[src/rtl/irq_pkg.sv]
// Shared CSR addresses, cause codes, bit positions and FSM states for the machine-mode interrupt controller.
package irq_pkg;

  localparam logic [11:0] CSR_MSTATUS = 12'h300;
  localparam logic [11:0] CSR_MIE     = 12'h304;
  localparam logic [11:0] CSR_MTVEC   = 12'h305;
  localparam logic [11:0] CSR_MEPC    = 12'h341;
  localparam logic [11:0] CSR_MCAUSE  = 12'h342;
  localparam logic [11:0] CSR_MIP     = 12'h344;

  localparam logic [3:0] CAUSE_MTI = 4'd7;
  localparam logic [3:0] CAUSE_MEI = 4'd11;

  localparam int MSTATUS_MIE  = 3;
  localparam int MSTATUS_MPIE = 7;
  localparam int IRQ_MT_BIT   = 7;   // MTIP / MTIE
  localparam int IRQ_ME_BIT   = 11;  // MEIP / MEIE

  localparam logic [31:0] MTVEC_RESET_DEFAULT = 32'h0000_0100;

  typedef enum logic [1:0] {
    IDLE    = 2'd0,
    REQ     = 2'd1,
    HANDLER = 2'd2
  } irq_state_e;

endpackage

[src/rtl/irq_csr_regs.sv]
// Interrupt CSR storage, write masking and combinational read mux; writes land one cycle after i_csr_we.
// Trap entry and mret updates take precedence over software writes to mstatus, mepc and mcause.
module irq_csr_regs
  import irq_pkg::*;
#(
  parameter logic [31:0] MTVEC_RESET = MTVEC_RESET_DEFAULT
) (
  input  logic        i_clk,
  input  logic        i_rst_n,
  input  logic        i_csr_we,
  input  logic [11:0] i_csr_addr,
  input  logic [31:0] i_csr_wdata,
  output logic [31:0] o_csr_rdata,
  input  logic [31:0] i_mip,
  input  logic        i_trap_take,
  input  logic [3:0]  i_trap_cause,
  input  logic [31:0] i_trap_pc,
  input  logic        i_mret,
  output logic        o_mstatus_mie,
  output logic        o_mie_mtie,
  output logic        o_mie_meie,
  output logic [31:0] o_mtvec,
  output logic [31:0] o_mepc
);

  logic        r_mie;
  logic        r_mpie;
  logic        r_mtie;
  logic        r_meie;
  logic [31:0] r_mtvec;
  logic [31:0] r_mepc;
  logic [31:0] r_mcause;

  logic        w_wr_mstatus;
  logic        w_wr_mie;
  logic        w_wr_mtvec;
  logic        w_wr_mepc;
  logic        w_wr_mcause;
  logic [31:0] w_mstatus;
  logic [31:0] w_mie;

  assign w_wr_mstatus = i_csr_we && (i_csr_addr == CSR_MSTATUS);
  assign w_wr_mie     = i_csr_we && (i_csr_addr == CSR_MIE);
  assign w_wr_mtvec   = i_csr_we && (i_csr_addr == CSR_MTVEC);
  assign w_wr_mepc    = i_csr_we && (i_csr_addr == CSR_MEPC);
  assign w_wr_mcause  = i_csr_we && (i_csr_addr == CSR_MCAUSE);

  // Trap entry beats mret if both arrive together; both beat software writes.
  always_ff @(posedge i_clk or negedge i_rst_n) begin
    if (!i_rst_n) begin
      r_mie  <= 1'b0;
      r_mpie <= 1'b0;
    end else if (i_trap_take) begin
      r_mpie <= r_mie;
      r_mie  <= 1'b0;
    end else if (i_mret) begin
      r_mie  <= r_mpie;
      r_mpie <= 1'b1;
    end else if (w_wr_mstatus) begin
      r_mie  <= i_csr_wdata[MSTATUS_MIE];
      r_mpie <= i_csr_wdata[MSTATUS_MPIE];
    end
  end

  always_ff @(posedge i_clk or negedge i_rst_n) begin
    if (!i_rst_n) begin
      r_mtie  <= 1'b0;
      r_meie  <= 1'b0;
      r_mtvec <= MTVEC_RESET;
    end else begin
      if (w_wr_mie) begin
        r_mtie <= i_csr_wdata[IRQ_MT_BIT];
        r_meie <= i_csr_wdata[IRQ_ME_BIT];
      end
      if (w_wr_mtvec) begin
        r_mtvec <= {i_csr_wdata[31:2], 2'b00};
      end
    end
  end

  always_ff @(posedge i_clk or negedge i_rst_n) begin
    if (!i_rst_n) begin
      r_mepc   <= '0;
      r_mcause <= '0;
    end else if (i_trap_take) begin
      r_mepc   <= {i_trap_pc[31:2], 2'b00};
      r_mcause <= {1'b1, 27'b0, i_trap_cause};
    end else begin
      if (w_wr_mepc) begin
        r_mepc <= {i_csr_wdata[31:2], 2'b00};
      end
      if (w_wr_mcause) begin
        r_mcause <= i_csr_wdata;
      end
    end
  end

  always_comb begin
    w_mstatus               = '0;
    w_mstatus[MSTATUS_MIE]  = r_mie;
    w_mstatus[MSTATUS_MPIE] = r_mpie;
    w_mie                   = '0;
    w_mie[IRQ_MT_BIT]       = r_mtie;
    w_mie[IRQ_ME_BIT]       = r_meie;
  end

  always_comb begin
    o_csr_rdata = '0;
    case (i_csr_addr)
      CSR_MSTATUS: o_csr_rdata = w_mstatus;
      CSR_MIE:     o_csr_rdata = w_mie;
      CSR_MTVEC:   o_csr_rdata = r_mtvec;
      CSR_MEPC:    o_csr_rdata = r_mepc;
      CSR_MCAUSE:  o_csr_rdata = r_mcause;
      CSR_MIP:     o_csr_rdata = i_mip;
      default:     o_csr_rdata = '0;
    endcase
  end

  assign o_mstatus_mie = r_mie;
  assign o_mie_mtie    = r_mtie;
  assign o_mie_meie    = r_meie;
  assign o_mtvec       = r_mtvec;
  assign o_mepc        = r_mepc;

endmodule

[src/rtl/irq_controller.sv]
// Machine-mode interrupt controller: pending latch, enable gating, priority and trap FSM; request 2 cycles after an irq.
// irq_req holds until acked or until the enable condition drops; acks without a request are ignored.
module irq_controller
  import irq_pkg::*;
#(
  parameter logic [31:0] MTVEC_RESET = MTVEC_RESET_DEFAULT
) (
  input  logic        i_clk,
  input  logic        i_rst_n,
  input  logic        i_timer_irq,
  input  logic        i_ext_irq,
  input  logic        i_csr_we,
  input  logic [11:0] i_csr_addr,
  input  logic [31:0] i_csr_wdata,
  output logic [31:0] o_csr_rdata,
  input  logic [31:0] i_trap_pc,
  output logic        o_irq_req,
  input  logic        i_irq_ack,
  output logic [31:0] o_irq_target,
  input  logic        i_mret,
  output logic [31:0] o_epc
);

  irq_state_e  r_state;
  irq_state_e  w_state_nxt;
  logic        r_irq_req;
  logic        r_mtip;
  logic        r_meip;

  logic        w_mstatus_mie;
  logic        w_mtie;
  logic        w_meie;
  logic        w_pend_tim;
  logic        w_pend_ext;
  logic        w_enable;
  logic        w_take;
  logic [3:0]  w_cause;
  logic [31:0] w_mip;

  assign w_pend_tim = r_mtip & w_mtie;
  assign w_pend_ext = r_meip & w_meie;
  assign w_enable   = w_mstatus_mie & (w_pend_tim | w_pend_ext);
  assign w_take     = r_irq_req & i_irq_ack;
  assign w_cause    = w_pend_ext ? CAUSE_MEI : CAUSE_MTI;

  always_comb begin
    w_mip             = '0;
    w_mip[IRQ_MT_BIT] = r_mtip;
    w_mip[IRQ_ME_BIT] = r_meip;
  end

  // A new timer pulse on the clearing edge keeps MTIP set.
  always_ff @(posedge i_clk or negedge i_rst_n) begin
    if (!i_rst_n) begin
      r_mtip <= 1'b0;
      r_meip <= 1'b0;
    end else begin
      r_mtip <= i_timer_irq | (r_mtip & ~(w_take && (w_cause == CAUSE_MTI)));
      r_meip <= i_ext_irq;
    end
  end

  always_ff @(posedge i_clk or negedge i_rst_n) begin
    if (!i_rst_n) begin
      r_state   <= IDLE;
      r_irq_req <= 1'b0;
    end else begin
      r_state   <= w_state_nxt;
      r_irq_req <= (w_state_nxt == REQ);
    end
  end

  always_comb begin
    w_state_nxt = r_state;
    case (r_state)
      IDLE: begin
        if (!i_mret && w_enable) w_state_nxt = REQ;
      end
      REQ: begin
        if (w_take)                    w_state_nxt = HANDLER;
        else if (i_mret || !w_enable)  w_state_nxt = IDLE;
      end
      HANDLER: begin
        if (i_mret) w_state_nxt = IDLE;
      end
      default: w_state_nxt = IDLE;
    endcase
  end

  irq_csr_regs #(
    .MTVEC_RESET (MTVEC_RESET)
  ) u_csr_regs (
    .i_clk         (i_clk),
    .i_rst_n       (i_rst_n),
    .i_csr_we      (i_csr_we),
    .i_csr_addr    (i_csr_addr),
    .i_csr_wdata   (i_csr_wdata),
    .o_csr_rdata   (o_csr_rdata),
    .i_mip         (w_mip),
    .i_trap_take   (w_take),
    .i_trap_cause  (w_cause),
    .i_trap_pc     (i_trap_pc),
    .i_mret        (i_mret),
    .o_mstatus_mie (w_mstatus_mie),
    .o_mie_mtie    (w_mtie),
    .o_mie_meie    (w_meie),
    .o_mtvec       (o_irq_target),
    .o_mepc        (o_epc)
  );

  assign o_irq_req = r_irq_req;

endmodule

[config.mk]
export PLATFORM = sky130hd
export DESIGN_NAME = irq_controller
export DESIGN_NICKNAME = d
export VERILOG_FILES = /design/src/rtl/irq_pkg.sv /design/src/rtl/irq_csr_regs.sv /design/src/rtl/irq_controller.sv
export SDC_FILE = /design/constraint.sdc
export NUM_CORES = 1
export LEC_CHECK = 0
export ABC_CLOCK_PERIOD_IN_PS = 3100
export CAP_MARGIN = 5
export CORE_MARGIN = 2
export CORE_UTILIZATION = 42
export CTS_CLUSTER_DIAMETER = 40
export DETAILED_ROUTE_END_ITERATION = 7
export PLACE_DENSITY = 0.77
export SLEW_MARGIN = 20
export SYNTH_ARGS = -nofsm -noshare
export SYNTH_HDL_FRONTEND = slang
export SYNTH_SLANG_ARGS = --single-unit
[constraint.sdc]
create_clock -name i_clk -period 3.1 [get_ports i_clk]
set_input_delay 0.62 -clock i_clk [delete_from_list [all_inputs] [get_ports i_clk]]
set_output_delay 0.62 -clock i_clk [all_outputs]
set_load 0.01 [all_outputs]
==> flow_summary.toml, run 1 <==
[run]
cap_violations = 0

[clocking]
cts_hold_buf = 0
cts_buffers = 9
cts_root_buffer = "clkbuf_16"
clk-insertion-delay-late_ns = 0.34
cts_tree = "built"
clk_pin_slew_ns = 0.07
cts.sinks = 101
cts_buffer_depth = 2
h-tree-depth = 3

[synthesis]
yosysTopAreaCellShare_pct = 52.8
synthArstFlopShare_pct = 100
synth.avg_cell_area_um2 = 10.5
synth_edf_count = 0
yosysWarnings = 0
ys_seq_area_share_pct = 53.4
syn_inst = 451
synth.cell_area_mm2 = 0.00474
ys_seq_elements = 101
ys_types = 41
synth_area_leader_cell = "dfrtp_1"
synth_ff_type = "dfrtp_1"
synth_area_leaders = "dfrtp_1, mux2_2, a222oi_1, a22o_1, a31oi_1"

[floorplan]
die_x_um = 110
rows = 38
io_pins = 180
die_h_um = 110
die-area_mm2 = 0.0121
core_mm2 = 0.0109
start_util_pct = 43.3

[power]
swShare_pct = 22.3
seqPwrFrac_pct = 47.5
vdd_drop_max_uv = 255
p_per_area_mw_per_mm2 = 389
p_comb_share_pct = 9.4
leakage_nw = 3.60
switchingPower_uw = 640
clkPwrFrac_pct = 43.1
internal_power_mw = 2.23

[status]
outcome = "finished, final reports clean"

[place]
dpl_cell_area_mm2 = 0.00684
gp_congestion = 0.852
place_ws_ns = -0.553
io_buffers = 173
dp_hpwl_um = 10400

[worst_setup_path]
crit_buf_inv = 6
arrival_ns = 2.40
cp_slowest_stage_delay_ns = 0.56
critPathKind = "in2out"
crit_family = "buffers and inverters"
crit_fanout = 13
slowest_stage = "or4b_4"
cp.required_ns = 2.48
crit_top_cell = "buf_6"
end_kind = "primary output"
path_cells = "dlygate4sd2_1 -> or4b_4 -> buf_6 -> nor4_4 -> buf_6 -> buf_12 -> a222oi_1 -> inv_1 -> buf_2"
startpoint_type = "input pin"

[timing]
worstMarginPinSlew_ns = 0.657
skew_ns = 0.00822
drv_slew = 0
setup-violations-final = 0
fmax_mhz = 331
finalHoldViolations = 0
finalCriticalPeriod_ns = 3.02
layout_setup_ws_ns = 0.0798
grt_setup_unrepaired = "false"
timing.final.crit_share_pct = 97.4
slew_headroom_pct = 55.6
fin_setup_tns_ns = 0

[cells_and_area]
fin_area_mm2 = 0.00737
fin_nets = 739
syn_to_final_growth_pct = 55.6
diodes = 0
drive_gt1_share_pct = 22.8

[global_routing]
overflow = 0
grt_pass1_vias = 4664
grt_max_degree = 52
grt_use_total_pct = 25.7
antenna_found_initial = 0
grt_first_pass_wirelength_um = 23900

[routing]
vias = 4600
remaining_drc_errors = 0
wl_per_cell_um = 19.2
detail-route-antenna-nets = 0
vias_per_cell = 5.74
drtIter0Drc = 380
wirelength_um = 15400
drt_first_pass_iters = 5

[worst_hold_path]
hp-class = "in2async"
[worst paths after layout]
check | startpoint | to | slack, ns | cells past startpoint
min reg2reg | r_state[1] | r_state[1] | 0.51 | 1
min in group i_clk | r_state[1] | r_state[1] | 0.51 | 1
max in group asynchronous | i_rst_n | u_csr_regs.r_mcause[19] | 2.07 | 2
min | i_rst_n | u_csr_regs.o_mtvec[2] | 0.31 | 1
max | i_csr_addr[4] | o_csr_rdata[14] | 0.08 | 9
max reg2reg | o_irq_req | u_csr_regs.r_mcause[4] | 1.58 | 3
[synthesized netlist by cell type, types with 2 or more instances]
library cell	instances
buf_4	6
nor3_1	3
nor4_1	3
nand3b_1	2
mux2_2	32
nor4b_1	2
buf_6	3
a32oi_1	2
or3_1	2
a31oi_1	31
mux2i_1	6
clkbuf_1	30
a222oi_1	27
a22o_1	27
nand3_1	33
dfrtp_1	100
nor2_1	35
o21ai_0	2
nand2_1	43
a22oi_1	3
inv_1	31
and2_1	3
a21oi_1	5
or4_1	2
or3b_2	2
[worst register-to-register path: cells and delay by family (launching register included)]
family,cells,cell delay [ns]
AO/OA/AOI/OAI,1,0.24
flip-flops,1,0.40
AND/OR/NAND/NOR,2,0.82
[power by group through the flow]
stage / registers, mW / clock network [mW] / logic [mW]
after floorplan: 1.39 / 0 / 0.0481
after global placement: 1.39 / 0 / 0.259
after detailed placement: 1.39 / 0 / 0.265
after CTS: 1.36 / 1.25 / 0.271
after global routing: 1.37 / 1.31 / 0.288
final: 1.36 / 1.24 / 0.268
[sequential cells by signal (all words and copies together), names as in the netlist]
register                  flops
u_csr_regs.r_mcause          32
u_csr_regs.o_mepc            30
u_csr_regs.o_mtvec           30
r_state                       2
o_irq_req                     1
r_meip                        1
r_mtip                        1
u_csr_regs.o_mie_meie         1
u_csr_regs.o_mie_mtie         1
u_csr_regs.o_mstatus_mie      1
u_csr_regs.r_mpie             1
[cell families (layout without fill, tap and decap cells)]
group | count (synthesis) | in the layout | synth area share, %
AND/OR/NAND/NOR | 137 | 137 | 13.7
AO/OA/AOI/OAI | 103 | 103 | 17.3
flip-flops | 101 | 101 | 53.4
buffers and inverters | 71 | 278 | 6.60
multiplexers | 38 | 38 | 8.88
other | 1 | 4 | 0.0792
[metal layers]
metal / vias up / share of wire, % / global-route usage (%)
met5: - / 0 / 0
met4: 0 / 1.8 / 8.66
li1: 2068 / - / -
met3: 25 / 7.4 / 4.76
met1: 2292 / 40 / 32.2
met2: 215 / 51 / 44.7
[what timing repair did]
item,CTS,global route
gates resized for setup,153,8
buffers inserted,17,4
cloned,4,0
setup endpoints to repair,32,31
pin swaps,12,3
[cell usage in the layout (no fill, tap or decap), drive strengths merged, types with 2 or more instances in the layout]
| cell | instances |
|---|---|
| a21oi | 5 |
| a222oi | 27 |
| a22o | 27 |
| a22oi | 3 |
| a31oi | 31 |
| a32oi | 2 |
| and2 | 4 |
| buf | 90 |
| bufinv | 2 |
| clkbuf | 10 |
| clkdlybuf4s15 | 3 |
| clkdlybuf4s50 | 127 |
| clkinvlp | 2 |
| conb | 4 |
| dfrtp | 100 |
| dlygate4sd2 | 7 |
| dlymetal6s2s | 4 |
| inv | 33 |
| mux2 | 32 |
| mux2i | 6 |
| nand2 | 43 |
| nand3 | 33 |
| nand3b | 2 |
| nor2 | 36 |
| nor3 | 3 |
| nor4 | 3 |
| nor4b | 2 |
| o21ai | 2 |
| or3 | 2 |
| or3b | 2 |
| or4 | 2 |
| or4b | 2 |
[stage by stage]
stage	utilization (%)	hold WS [ns]	std cells	total power, mW
floorplan	-	0.324	454	1.44
global placement	62.6	0.472	763	1.65
detailed placement	62.6	0.491	763	1.65
CTS	67.5	0.341	800	2.88
global route	67.4	0.358	801	2.97
finish	67.4	0.306	801	2.87
[area by class of cell]
cell class / count / area [um^2]
inverter: 31 / 116
multi-input combinational: 282 / 1980
clock buffer: 10 / 239
tap: 140 / 175
fill: 841 / 3560
timing repair buffer: 231 / 2240
sequential: 101 / 2530
clock inverter: 6 / 92.6
Note: power is estimated with default switching activity, not from simulation.
==> inputs of run 2 (changes only) <==
- ABC_CLOCK_PERIOD_IN_PS: 3100 -> 2600
- CORE_UTILIZATION: 42 -> 40
- clock period: 3.1 -> 2.6 ns (I/O delays scaled with it)
==> run 2 against run 1 <==
Against the previous run: the flow now finishes with violations (setup timing); power increased by 18%; non-clock buffer count rose by 5; clock power is 16% higher; critical path depth unchanged; clock skew down 0.0026 ns; global-route usage shrank 1.0 points; first-iteration DRC count is 58% higher; critical path type unchanged; critical endpoint is now o_csr_rdata[22].
==> flow_summary.toml, run 2 (synthesis results as in run 1) <==
[global_routing]
grt_max_degree = 54
grt_pass1_vias = 4913
grt_first_pass_wirelength_um = 25500
grt_use_total_pct = 24.7
overflow = 0
antenna_found_initial = 0

[worst_setup_path]
arrival_ns = 2.21
crit_fanout = 8
end_kind = "primary output"
cp.required_ns = 2.08
worstSetupStartpoint = "i_csr_addr[7]"
r2r_start = "o_irq_req"
reg2reg_to = "u_csr_regs.r_mcause[13]"
startpoint_type = "input pin"
regToRegSetupSlack_ns = 1.35
critPathKind = "in2out"
reg2regPathDepth = 4

[timing]
finalHoldViolations = 0
fmax_mhz = 366
finalCriticalPeriod_ns = 2.73
layout_setup_ws_ns = -0.133
drv_slew = 0
grt_setup_unrepaired = "true"
timing.final.crit_share_pct = 105
setup-violations-final = 29
skew_ns = 0.00565

[power]
vdd_drop_max_uv = 307
switchingPower_uw = 737
p_per_area_mw_per_mm2 = 454
seqPwrFrac_pct = 48.0
clkPwrFrac_pct = 42.4
swShare_pct = 21.7
internal_power_mw = 2.65
p_comb_share_pct = 9.6
leakage_nw = 3.61

[status]
outcome = "finished, violations left"
violations = "setup timing"

[floorplan]
die-area_mm2 = 0.0127
die_h_um = 113
io_pins = 180
start_util_pct = 41.3
die_x_um = 113
rows = 39
core_mm2 = 0.0115

[clocking]
clk-insertion-delay-late_ns = 0.33
cts.sinks = 101
cts_tree = "built"
clk_pin_slew_ns = 0.07
cts_hold_buf = 0
h-tree-depth = 3
cts_buffer_depth = 2
cts_buffers = 9
cts_root_buffer = "clkbuf_16"

[cells_and_area]
postLayoutCoreUtil_pct = 65.1
final_common_cell = "clkdlybuf4s50_1"
largest_reg_flops = 32
mostFrequentLayoutCells = "clkdlybuf4s50_1, dfrtp_1, nand2_1"
largest-register = "u_csr_regs.r_mcause"
diodes = 0
syn_to_final_growth_pct = 57.6
stdcell_count = 808
drive_gt1_share_pct = 25.1
fin_nets = 744

[routing]
drtIter0Drc = 602
detail-route-antenna-nets = 0
drt_first_pass_iters = 6
wirelength_um = 15900
vias = 4729
wl_per_cell_um = 19.7
remaining_drc_errors = 0
vias_per_cell = 5.85

[place]
io_buffers = 173
dp_hpwl_um = 10600
place_inst = 772
gp_congestion = 0.883

[run]
cap_violations = 0

[worst_hold_path]
hp-class = "in2async"
run 2: layout make-up:
type / instances / area, um^2
Fill cell: 881 / 4000
Sequential cell: 101 / 2530
Timing Repair Buffer: 236 / 2330
Multi-Input combinational cell: 282 / 1990
Clock buffer: 10 / 239
Tap cell: 143 / 179
Inverter: 31 / 116
Clock inverter: 5 / 83.8
run 2: worst max-delay path by stage:
stage / end / slack [ns]
2_1_floorplan: o_csr_rdata[13] / 0.04
3_3_place_gp: o_csr_rdata[19] / -0.76
3_5_place_dp: o_csr_rdata[28] / -0.83
4_1_cts: o_csr_rdata[17] / -0.14
5_1_grt: o_csr_rdata[22] / -0.15
6_report: o_csr_rdata[22] / -0.13
run 2: per-layer routing:
metal  GRT usage, %  share of wire (%)  vias to the layer above
met4           8.70                2.4                        0
met3           4.18                6.7                       37
met1           31.6                 40                     2365
met2           42.4                 51                      239
li1               -                  -                     2088
met5              0                  0                        -
run 2: repair_timing:
action,CTS,global route
resized for setup,178,18
gates cloned,3,2
pin swaps,25,8
endpoints found under the setup margin,62,32
buffers inserted,13,7
run 2: critical path, stage by stage:
cell	delay [ns]
buf_6	0.09
or4b_4	0.58
buf_12	0.15
nor4_4	0.21
buf_6	0.22
clkbuf_16	0.15
a222oi_1	0.07
inv_1	0.08
buf_2	0.13
run 2: per-stage QoR:
stage	worst slack (ns)	hold WS (ns)	setup TNS, ns	instance area (um^2)	power, mW
3_3_place_gp	-0.761	0.434	-41.01	6940	1.97
2_1_floorplan	0.0411	0.224	0	4760	1.72
6_report	-0.133	0.0716	-2.08	7460	3.39
4_1_cts	-0.141	0.0723	-1.88	7360	3.42
5_1_grt	-0.148	0.0809	-3.18	7460	3.52
3_5_place_dp	-0.826	0.431	-46.92	6940	1.98
run 2: power by group through the flow:
stage          Sequential (mW)  Combinational, mW  Clock, mW
2_1_floorplan             1.66             0.0577          0
6_report                  1.63              0.326       1.44
4_1_cts                   1.63              0.326       1.47
3_3_place_gp              1.65              0.316          0
3_5_place_dp              1.66              0.324          0
5_1_grt                   1.63              0.352       1.53
